[config.mk]
export PLATFORM = sky130hd
export DESIGN_NAME = relu_maxpool_flat
export DESIGN_NICKNAME = d
export VERILOG_FILES = /design/src/rtl/cnn_pkg.sv /design/src/rtl/relu_maxpool_if.sv /design/src/rtl/pool_window_counter.sv /design/src/rtl/relu_maxpool.sv /design/src/flat_wrapper.sv
export SDC_FILE = /design/constraint.sdc
export NUM_CORES = 1
export LEC_CHECK = 0
export BUFFER_PORTS_ARGS = -buffer_cell sky130_fd_sc_hd__clkbuf_2
export CAP_MARGIN = 30
export CORE_MARGIN = 5
export CORE_UTILIZATION = 49
export DETAILED_ROUTE_END_ITERATION = 10
export HOLD_SLACK_MARGIN = 0.05
export PLACE_DENSITY = 0.76
export SLEW_MARGIN = 25
export SYNTH_ARGS = -nofsm -noshare
export SYNTH_HDL_FRONTEND = slang
export SYNTH_SLANG_ARGS = --single-unit
[constraint.sdc]
create_clock -name clock -period 3.3 [get_ports clock]
set_input_delay 0.33 -clock clock [delete_from_list [all_inputs] [get_ports clock]]
set_output_delay 0.33 -clock clock [all_outputs]
set_load 0.02 [all_outputs]
[src/rtl/cnn_pkg.sv]
// Shared definitions for the CNN pipeline stages: pooling FSM states,
// default element width and an index-width helper.
package cnn_pkg;

    localparam int DEFAULT_WIDTH_BIT = 8;

    typedef enum logic [1:0] {
        IDLE  = 2'd0,
        SCAN  = 2'd1,
        WRITE = 2'd2
    } pool_state_t;

    // Bits needed to index 0..n-1, never less than one.
    function automatic int idx_width(input int n);
        return (n > 1) ? $clog2(n) : 1;
    endfunction

endpackage

[src/rtl/relu_maxpool_if.sv]
// Handshake and data bundle between the convolution stage and relu_maxpool.
// Elements are stored as raw bits; consumers treat each WIDTH_BIT slice as signed.
interface relu_maxpool_if
    import cnn_pkg::*;
#(
    parameter int IN_SIZE   = 5,
    parameter int POOL      = 2,
    parameter int WIDTH_BIT = DEFAULT_WIDTH_BIT
);
    localparam int OUT_SIZE = IN_SIZE / POOL;

    logic                                               start;
    logic [IN_SIZE-1:0][IN_SIZE-1:0][WIDTH_BIT-1:0]     featMapIn;
    logic                                               busy;
    logic                                               done;
    logic [OUT_SIZE-1:0][OUT_SIZE-1:0][WIDTH_BIT-1:0]   poolOut;

    modport master (output start, featMapIn, input busy, done, poolOut);
    modport slave  (input start, featMapIn, output busy, done, poolOut);

endinterface

[src/rtl/pool_window_counter.sv]
// Nested window/element counter: kj fastest, wrapping into ki; oj wrapping into oi.
// advance_win also rewinds the element indices for the next window.
module pool_window_counter
    import cnn_pkg::*;
#(
    parameter int POOL     = 2,
    parameter int OUT_SIZE = 2,
    parameter int IW       = 3
) (
    input  logic          clock,
    input  logic          reset,
    input  logic          clear_i,
    input  logic          advance_elem_i,
    input  logic          advance_win_i,
    output logic [IW-1:0] oi_o,
    output logic [IW-1:0] oj_o,
    output logic [IW-1:0] ki_o,
    output logic [IW-1:0] kj_o,
    output logic          last_elem_o,
    output logic          last_win_o
);
    localparam logic [IW-1:0] K_MAX = IW'(POOL - 1);
    localparam logic [IW-1:0] W_MAX = IW'(OUT_SIZE - 1);
    localparam logic [IW-1:0] ONE   = IW'(1);
    localparam logic [IW-1:0] ZERO  = {IW{1'b0}};

    logic [IW-1:0] oi_q, oj_q, ki_q, kj_q;
    logic [IW-1:0] oi_d, oj_d, ki_d, kj_d;

    assign last_elem_o = (ki_q == K_MAX) && (kj_q == K_MAX);
    assign last_win_o  = (oi_q == W_MAX) && (oj_q == W_MAX);
    assign oi_o = oi_q;
    assign oj_o = oj_q;
    assign ki_o = ki_q;
    assign kj_o = kj_q;

    // Next-index computation; window advance takes priority over element advance.
    always_comb begin
        oi_d = oi_q;
        oj_d = oj_q;
        ki_d = ki_q;
        kj_d = kj_q;
        if (clear_i) begin
            oi_d = ZERO;
            oj_d = ZERO;
            ki_d = ZERO;
            kj_d = ZERO;
        end else if (advance_win_i) begin
            ki_d = ZERO;
            kj_d = ZERO;
            if (oj_q == W_MAX) begin
                oj_d = ZERO;
                oi_d = (oi_q == W_MAX) ? ZERO : oi_q + ONE;
            end else begin
                oj_d = oj_q + ONE;
            end
        end else if (advance_elem_i) begin
            if (kj_q == K_MAX) begin
                kj_d = ZERO;
                ki_d = (ki_q == K_MAX) ? ZERO : ki_q + ONE;
            end else begin
                kj_d = kj_q + ONE;
            end
        end else begin
            oi_d = oi_q;
        end
    end

    // Index registers with synchronous reset.
    always_ff @(posedge clock) begin
        if (reset) begin
            oi_q <= ZERO;
            oj_q <= ZERO;
            ki_q <= ZERO;
            kj_q <= ZERO;
        end else begin
            oi_q <= oi_d;
            oj_q <= oj_d;
            ki_q <= ki_d;
            kj_q <= kj_d;
        end
    end

endmodule

[src/rtl/relu_maxpool.sv]
// Sequential ReLU + non-overlapping max-pool. Snapshots the feature map on
// start, scans each POOLxPOOL window one element per cycle, and writes
// max(0, window max) into the pooled map. Accumulator starting at zero
// provides the ReLU for free.
module relu_maxpool
    import cnn_pkg::*;
#(
    parameter int IN_SIZE   = 5,
    parameter int POOL      = 2,
    parameter int WIDTH_BIT = DEFAULT_WIDTH_BIT
) (
    input  logic           clock,
    input  logic           reset,
    relu_maxpool_if.slave  bus
);
    localparam int OUT_SIZE = IN_SIZE / POOL;
    localparam int IW       = idx_width(IN_SIZE);

    pool_state_t state_q, state_d;

    logic [IN_SIZE-1:0][IN_SIZE-1:0][WIDTH_BIT-1:0]   fm_q;
    logic [OUT_SIZE-1:0][OUT_SIZE-1:0][WIDTH_BIT-1:0] pool_q;
    logic signed [WIDTH_BIT-1:0] acc_q, acc_d;
    logic busy_q, busy_d;
    logic done_q, done_d;

    logic capture_s, adv_elem_s, adv_win_s, write_s;
    logic [IW-1:0] oi_s, oj_s, ki_s, kj_s;
    logic last_elem_s, last_win_s;
    logic [IW-1:0] row_s, col_s;
    logic signed [WIDTH_BIT-1:0] elem_s;

    pool_window_counter #(
        .POOL     (POOL),
        .OUT_SIZE (OUT_SIZE),
        .IW       (IW)
    ) u_cnt (
        .clock          (clock),
        .reset          (reset),
        .clear_i        (capture_s),
        .advance_elem_i (adv_elem_s),
        .advance_win_i  (adv_win_s),
        .oi_o           (oi_s),
        .oj_o           (oj_s),
        .ki_o           (ki_s),
        .kj_o           (kj_s),
        .last_elem_o    (last_elem_s),
        .last_win_o     (last_win_s)
    );

    // Trailing rows/columns beyond OUT_SIZE*POOL are never addressed.
    assign row_s  = IW'(32'(oi_s) * POOL + 32'(ki_s));
    assign col_s  = IW'(32'(oj_s) * POOL + 32'(kj_s));
    assign elem_s = fm_q[row_s][col_s];

    // FSM next-state, accumulator update and datapath strobes.
    always_comb begin
        state_d    = state_q;
        acc_d      = acc_q;
        busy_d     = busy_q;
        done_d     = 1'b0;
        capture_s  = 1'b0;
        adv_elem_s = 1'b0;
        adv_win_s  = 1'b0;
        write_s    = 1'b0;
        case (state_q)
            IDLE: begin
                if (bus.start) begin
                    capture_s = 1'b1;
                    acc_d     = {WIDTH_BIT{1'b0}};
                    busy_d    = 1'b1;
                    state_d   = SCAN;
                end else begin
                    state_d   = IDLE;
                end
            end
            SCAN: begin
                adv_elem_s = 1'b1;
                if (elem_s > acc_q) begin
                    acc_d = elem_s;
                end else begin
                    acc_d = acc_q;
                end
                if (last_elem_s) begin
                    state_d = WRITE;
                end else begin
                    state_d = SCAN;
                end
            end
            WRITE: begin
                write_s   = 1'b1;
                adv_win_s = 1'b1;
                acc_d     = {WIDTH_BIT{1'b0}};
                if (last_win_s) begin
                    done_d  = 1'b1;
                    busy_d  = 1'b0;
                    state_d = IDLE;
                end else begin
                    state_d = SCAN;
                end
            end
            default: begin
                busy_d  = 1'b0;
                state_d = IDLE;
            end
        endcase
    end

    // Control and accumulator registers.
    always_ff @(posedge clock) begin
        if (reset) begin
            state_q <= IDLE;
            acc_q   <= {WIDTH_BIT{1'b0}};
            busy_q  <= 1'b0;
            done_q  <= 1'b0;
        end else begin
            state_q <= state_d;
            acc_q   <= acc_d;
            busy_q  <= busy_d;
            done_q  <= done_d;
        end
    end

    // Feature-map snapshot, taken only on the accepted start edge.
    always_ff @(posedge clock) begin
        if (reset) begin
            fm_q <= '0;
        end else if (capture_s) begin
            fm_q <= bus.featMapIn;
        end
    end

    // Pooled output map; entries persist until overwritten by the next run.
    always_ff @(posedge clock) begin
        if (reset) begin
            pool_q <= '0;
        end else if (write_s) begin
            pool_q[oi_s][oj_s] <= acc_q;
        end
    end

    assign bus.busy    = busy_q;
    assign bus.done    = done_q;
    assign bus.poolOut = pool_q;

endmodule

[src/flat_wrapper.sv]
// flat-port wrapper written by rule: the top's interface ports become plain ports
module relu_maxpool_flat import cnn_pkg::*;
#(
    parameter int IN_SIZE   = 5,
    parameter int POOL      = 2,
    parameter int WIDTH_BIT = DEFAULT_WIDTH_BIT
)
  (clock, reset, bus_start, bus_featMapIn, bus_busy, bus_done, bus_poolOut);
  relu_maxpool_if #(.IN_SIZE(IN_SIZE), .POOL(POOL), .WIDTH_BIT(WIDTH_BIT)) bus_i ();
  input  logic clock;
  input  logic reset;
  input wire logic [$bits(bus_i.start)-1:0] bus_start;
  input wire logic [$bits(bus_i.featMapIn)-1:0] bus_featMapIn;
  output wire logic [$bits(bus_i.busy)-1:0] bus_busy;
  output wire logic [$bits(bus_i.done)-1:0] bus_done;
  output wire logic [$bits(bus_i.poolOut)-1:0] bus_poolOut;
  assign bus_i.start = bus_start;
  assign bus_i.featMapIn = bus_featMapIn;
  assign bus_busy = bus_i.busy;
  assign bus_done = bus_i.done;
  assign bus_poolOut = bus_i.poolOut;
  relu_maxpool #(.IN_SIZE(IN_SIZE), .POOL(POOL), .WIDTH_BIT(WIDTH_BIT)) u_core (.clock(clock), .reset(reset), .bus(bus_i));
endmodule
* Yosys cells after proc, flatten, opt, wreduce, memory -nomap -nowiden
Index checks and enable logic that the tools add are counted.
Storage, ports and cells: output and inout bits 34, register bits after elaboration 256, bits of input ports 203
Operators by class: bitwise operators 2, equality and inequality tests 9, reduce and logical (&&, ||, !) cells 13, order comparisons 7, mux-type cells 28, $add $sub $neg 6
Operators with widths (count):
- binary-select mux 40 bit (select 3 bit) | 1
- two-way mux 40 bit | 1
- bitwise mux 32 bit | 1
- two-way mux 8 bit | 4
- binary-select mux 8 bit (select 3 bit) | 1
- one-hot mux 8 bit (3 select lines) | 1
- demux 16 bit (select 1 bit) | 1
- two-way mux 16 bit | 1
- adder 3 x 1 -> 3 bit (second input constant) | 4
- == test 3 x 1 -> 1 bit (second input constant) | 4
- two-way mux 3 bit | 4
- two-way mux 1 bit | 9
- demux 8 bit (select 1 bit) | 1
- > comparator 8 bit | 1
- less-than comparator 3 x 4 -> 1 bit (second input constant) | 2
- adder 3 bit | 2
- >= comparator 3 x 1 -> 1 bit (second input constant) | 2
- less-than comparator 3 x 2 -> 1 bit (second input constant) | 2
- one-hot mux 2 bit (3 select lines) | 1
- AND reduction 3 bit | 2
- logical AND 1 bit | 4
- != test 2 x 1 -> 1 bit (second input constant) | 2
- AND reduction 2 bit | 2
- OR reduction 2 bit | 2
- other kinds (9) | 10

* Logic depth before layout (Yosys ltp)
word-level depth 8, depth in mapped cells 14, depth with buffers taken out 12

* By module
From an unflattened synthesis, not the netlist that was laid out.
Unflattened totals: cells, all modules 1289, area, all modules 11005.6 um^2
By module, submodules not included:
- relu_maxpool | area each 10461.3 um^2, cells each 1228, seq. area each 4884.7 um^2, times used 1
- pool_window_counter | area each 544.3 um^2, cells each 61, seq. area each 240.2 um^2, times used 1

* Worst setup path before layout
Ideal clock, no wire load.
kind reg2reg, start register u_core.u_cnt.oj_q[0] (netlist: u_core.u_cnt.oj_o[0]), end register u_core.acc_q[0], data required time 3.161 ns, path buffers 2, arrival 3.078 ns, path slack 0.083 ns, period minus slack after synthesis 3.217 ns, library setup time 0.139 ns, cell stages (with the launch flop) 15, cells stage by stage dfxtp_1 ha_1 buf_6 buf_6 mux4_2 mux2i_1 nor2_1 nor4_2 inv_1 ha_1 nor2b_1 o211ai_1 a21o_1 a31oi_1 o32ai_1
On the way: word-level cells in the longest chain between the ends 6, elaborated cells between the ends (all ways) 8, those cells by class add/sub (1); order compare (1); eq/ne (1); mux (4); reduce/logical (1)
Ends and longest elaborated chain:
- start: declaration | RTL line pool_window_counter.sv:27 | logic [IW-1:0] oi_q, oj_q, ki_q, kj_q;
- start signal: assignment | RTL line pool_window_counter.sv:78 | oj_q <= oj_d;
- adder 3 bit (*) | RTL line relu_maxpool.sv:53 | assign col_s = IW'(32'(oj_s) * POOL + 32'(kj_s));
- binary-select mux 8 bit (select 3 bit) (*) | RTL line relu_maxpool.sv:54 | assign elem_s = fm_q[row_s][col_s];
- two-way mux 8 bit (implied by the code) (*) | RTL line relu_maxpool.sv:54
- > comparator 8 bit | RTL line relu_maxpool.sv:79 | if (elem_s > acc_q) begin
- != test 2 x 1 -> 1 bit (no source line)
- AND reduction 3 bit (no source line)
- end signal: assignment | RTL line relu_maxpool.sv:113 | acc_q <= {WIDTH_BIT{1'b0}};
- end: declaration | RTL line relu_maxpool.sv:23 | logic signed [WIDTH_BIT-1:0] acc_q, acc_d;
Mark *: on every way between the ends. The rest lies on a longest branch, timed or not. The select of a mux whose other input is x is not followed. A chain may end at the register's enable or synchronous reset.

* Worst setup path in the final report
start register u_core.u_cnt.oj_q[0] (netlist: u_core.u_cnt.oj_o[0]), end register u_core.acc_q[4]
Same word-level chain as after synthesis.

==> out/results.txt <==
CP peak stage delay = 0.51 ns
Design Area, Final = 15000 um2
Seq. cell area = 5130 um2
routed vias/inst = 5.51
placed cell area = 12500 um2
fin nets = 1829
Simple-Gate Fraction of Synth Area = 20.4%
DP Worst Slack = -0.244 ns
vias in the first global route = 10600
share of the synthesized area in the top cell type = 46.8%
RSZ-0062 raised after global routing = yes
Worst Path Arrival = 3.84 ns
Mapped Cells = 1253
H-tree depth = 1
first-pass GRT wire length = 54.6 mm
register area share after synthesis = 46.8%
CTS tree = built
leakage = 6.16 nW
input/output buffers = 236
share of layout cells above drive strength 1 = 25.9%
Final WS setup = -0.122 ns
startpoint types = flop
Worst-Margin Slew = 0.837 ns
Site Rows = 54
Fill cells = 1597
Bufs on Longest Clock Path = 3
Post-Synth Adder-Cell Area = 1.14%
count leader, synth = nand2_1
Cell Area, Synth = 11000 um2
Max-Cap Viols = 0
Pwr Density = 490 nW/um2
final wirelength = 34.8 mm
post-synthesis mux area share = 14.3%
initial DRC count = 950
outcome = complete, but fails checks
Tcrit/Tclk final = 104%
Compound-Gate Fraction of Synth Area = 11.5%
Slew HR = 44.2%
Starting Density = 50.0%
Area growth syn-to-layout = 37.0%
type of the worst setup path = flop to flop
total grt overflow = 0
residual DRC count = 0
largest family of logic cells by synthesized area = simple AND/OR/NAND/NOR gates
clk root buf = clkbuf_16
final setup fails = 8
Async SR Flop Fraction = 0%
post-synthesis xor/xnor area fraction = 1.21%
Die H = 160 um
clock skew = 0.00828 ns
CP bufs+invs = 2
DIE WIDTH = 160 um
Critical Path Fanout Max = 8
number of synthesized flops with an enable pin = 0
Worst path top cell family by delay = compound AO/OA/AOI/OAI gates
Main synth FF type = dfxtp_1
synth cell count leaders = nand2_1 (414), dfxtp_1 (256), a21oi_1 (206)
synth top area cells = dfxtp_1 (47%), nand2_1 (14%), mux4_2 (9.9%), a21oi_1 (9.4%), mux2i_1 (4.5%)
Yosys cell types = 47
remaining antenna violation count = 0
GPL Wtd Cong = 0.847
Final TNS setup = -0.857 ns
GRT Util Overall = 26.1%
CTS sink count = 256
die area = 25400 um2
Final Hold Vio Count = 0
Slowest cell on crit path = mux4_2
Worst-path clk slew = 0.06 ns
failing checks = negative setup slack
antenna violations before repair = 2
CP Data Required Time = 3.72 ns
Worst-Skew Late Latency = 0.53 ns
Crit. End Element = flop
WL/cell = 18.2 um
clock period minus worst slack = 3.42 ns
via count = 10600
io pins = 237
VDD IR max = 325 uV
Yosys reg bits = 256
pin count of the biggest net entering global routing = 119
Final Max Slew Viols = 0
CTS buffer count = 26
crit-path cells = ha_4 > buf_12 > mux4_2 > mux2i_2 > nor2_1 > nor4_2 > inv_1 > ha_1 > nand4_1 > a21o_1 > a311o_2 > o32ai_4
Yosys warnings = 0
core area = 21900 um2
Hold WC Path Type = input port to flop
Synth Area per Inst = 8.74 um2
Yosys top cell by area = dfxtp_1
drt pass-1 iters = 6
dpl hpwl = 22.4 mm
R2R setup slack = -0.12 ns
fmax = 292 MHz
syn_nets = 1466
area of the multi-input gates = 5440 um2
power breakdown:
part           leakage, nW  internal, mW  switching (mW)
sequential            2.10          3.25           0.101
clock                0.441          1.84            1.22
combinational         3.62         0.456           0.488
logic make-up (layout without fill, tap and decap cells):
group | after synthesis | in the layout
other | 0 | 2
flip-flops | 256 | 256
AND/OR/NAND/NOR | 537 | 537
buffers and inverters | 110 | 492
adder cells (fa/ha/maj) | 10 | 10
XOR/XNOR | 10 | 10
multiplexers | 97 | 97
AO/OA/AOI/OAI | 233 | 233
what timing repair did:
| action | 4_1_cts | 5_1_grt |
|---|---|---|
| buffers inserted | 15 | 0 |
| gates resized for setup | 14 | 8 |
| gates cloned | 1 | 0 |
| pin swaps | 7 | 10 |
| endpoints found under the hold margin | 133 | 5 |
| endpoints found under the setup margin | 8 | 8 |
| hold buffers | 133 | 5 |
worst min-delay path, stage by stage:
cell and delay (ns):
clkbuf_2 0.09, nand2_1 0.05, a21oi_1 0.05
registers in the layout, indices dropped and copies added (netlist names):
signal              flops
u_core.state_q          2
u_core.u_cnt.oi_o       3
u_core.bus.poolOut     32
u_core.acc_q            8
u_core.u_cnt.ki_o       3
u_core.bus.busy         1
u_core.bus.done         1
u_core.u_cnt.kj_o       3
u_core.fm_q           200
u_core.u_cnt.oj_o       3
cell usage in the layout (no fill, tap or decap), drive strengths merged, types with 15 or more instances in the layout:
| cell type | Yosys | routed |
|---|---|---|
| dlygate4sd3 | 0 | 138 |
| nor2 | 63 | 63 |
| inv | 18 | 19 |
| nand2 | 414 | 414 |
| clkbuf | 60 | 272 |
| dfxtp | 256 | 256 |
| buf | 32 | 54 |
| mux4 | 48 | 48 |
| a21oi | 214 | 214 |
| nand3 | 15 | 15 |
| mux2i | 49 | 49 |
per-layer routing:
layer	up-vias	global-route usage (%)	wire, um
met5	-	0	16
met4	2	12.3	1850
met3	139	4.87	2430
met2	500	43.4	16500
met1	4952	32.9	14000
li1	4962	-	-
path summary, 6_finish.rpt:
path / cells after the start / from / to
hold reg to reg: 2 / u_core.fm_q[95]$_SDFFE_PP0P_ / u_core.fm_q[95]$_SDFFE_PP0P_
hold / removal: 3 / bus_featMapIn[197] / u_core.fm_q[197]$_SDFFE_PP0P_
setup / recovery: 12 / u_core.u_cnt.oj_o[0]$_SDFFE_PP0P_ / u_core.acc_q[4]$_SDFFE_PP0P_
setup reg to reg: 12 / u_core.u_cnt.oj_o[0]$_SDFFE_PP0P_ / u_core.acc_q[4]$_SDFFE_PP0P_
final cells by class:
cell class                 count  area share [%]
antenna                        2          0.0333
clock buffer                  37            5.08
clock inverter                10           0.875
inverter                      18           0.450
multi-input combinational    887            36.2
sequential                   256            34.2
tap                          280            2.33
timing repair buffer         427            20.8
through the flow:
stage / power, mW / utilization [%] / hold slack, ns / std cells
2_1_floorplan: 3.84 / - / 0.433 / 1253
5_1_grt: 7.61 / 68.6 / 0.0502 / 1916
6_report: 7.35 / 68.6 / 0.0455 / 1917
3_5_place_dp: 4.15 / 57.0 / 0.447 / 1715
3_3_place_gp: 4.14 / 57.0 / 0.439 / 1715
4_1_cts: 7.33 / 68.1 / 0.0507 / 1911
Note: power is estimated with default switching activity, not from simulation.
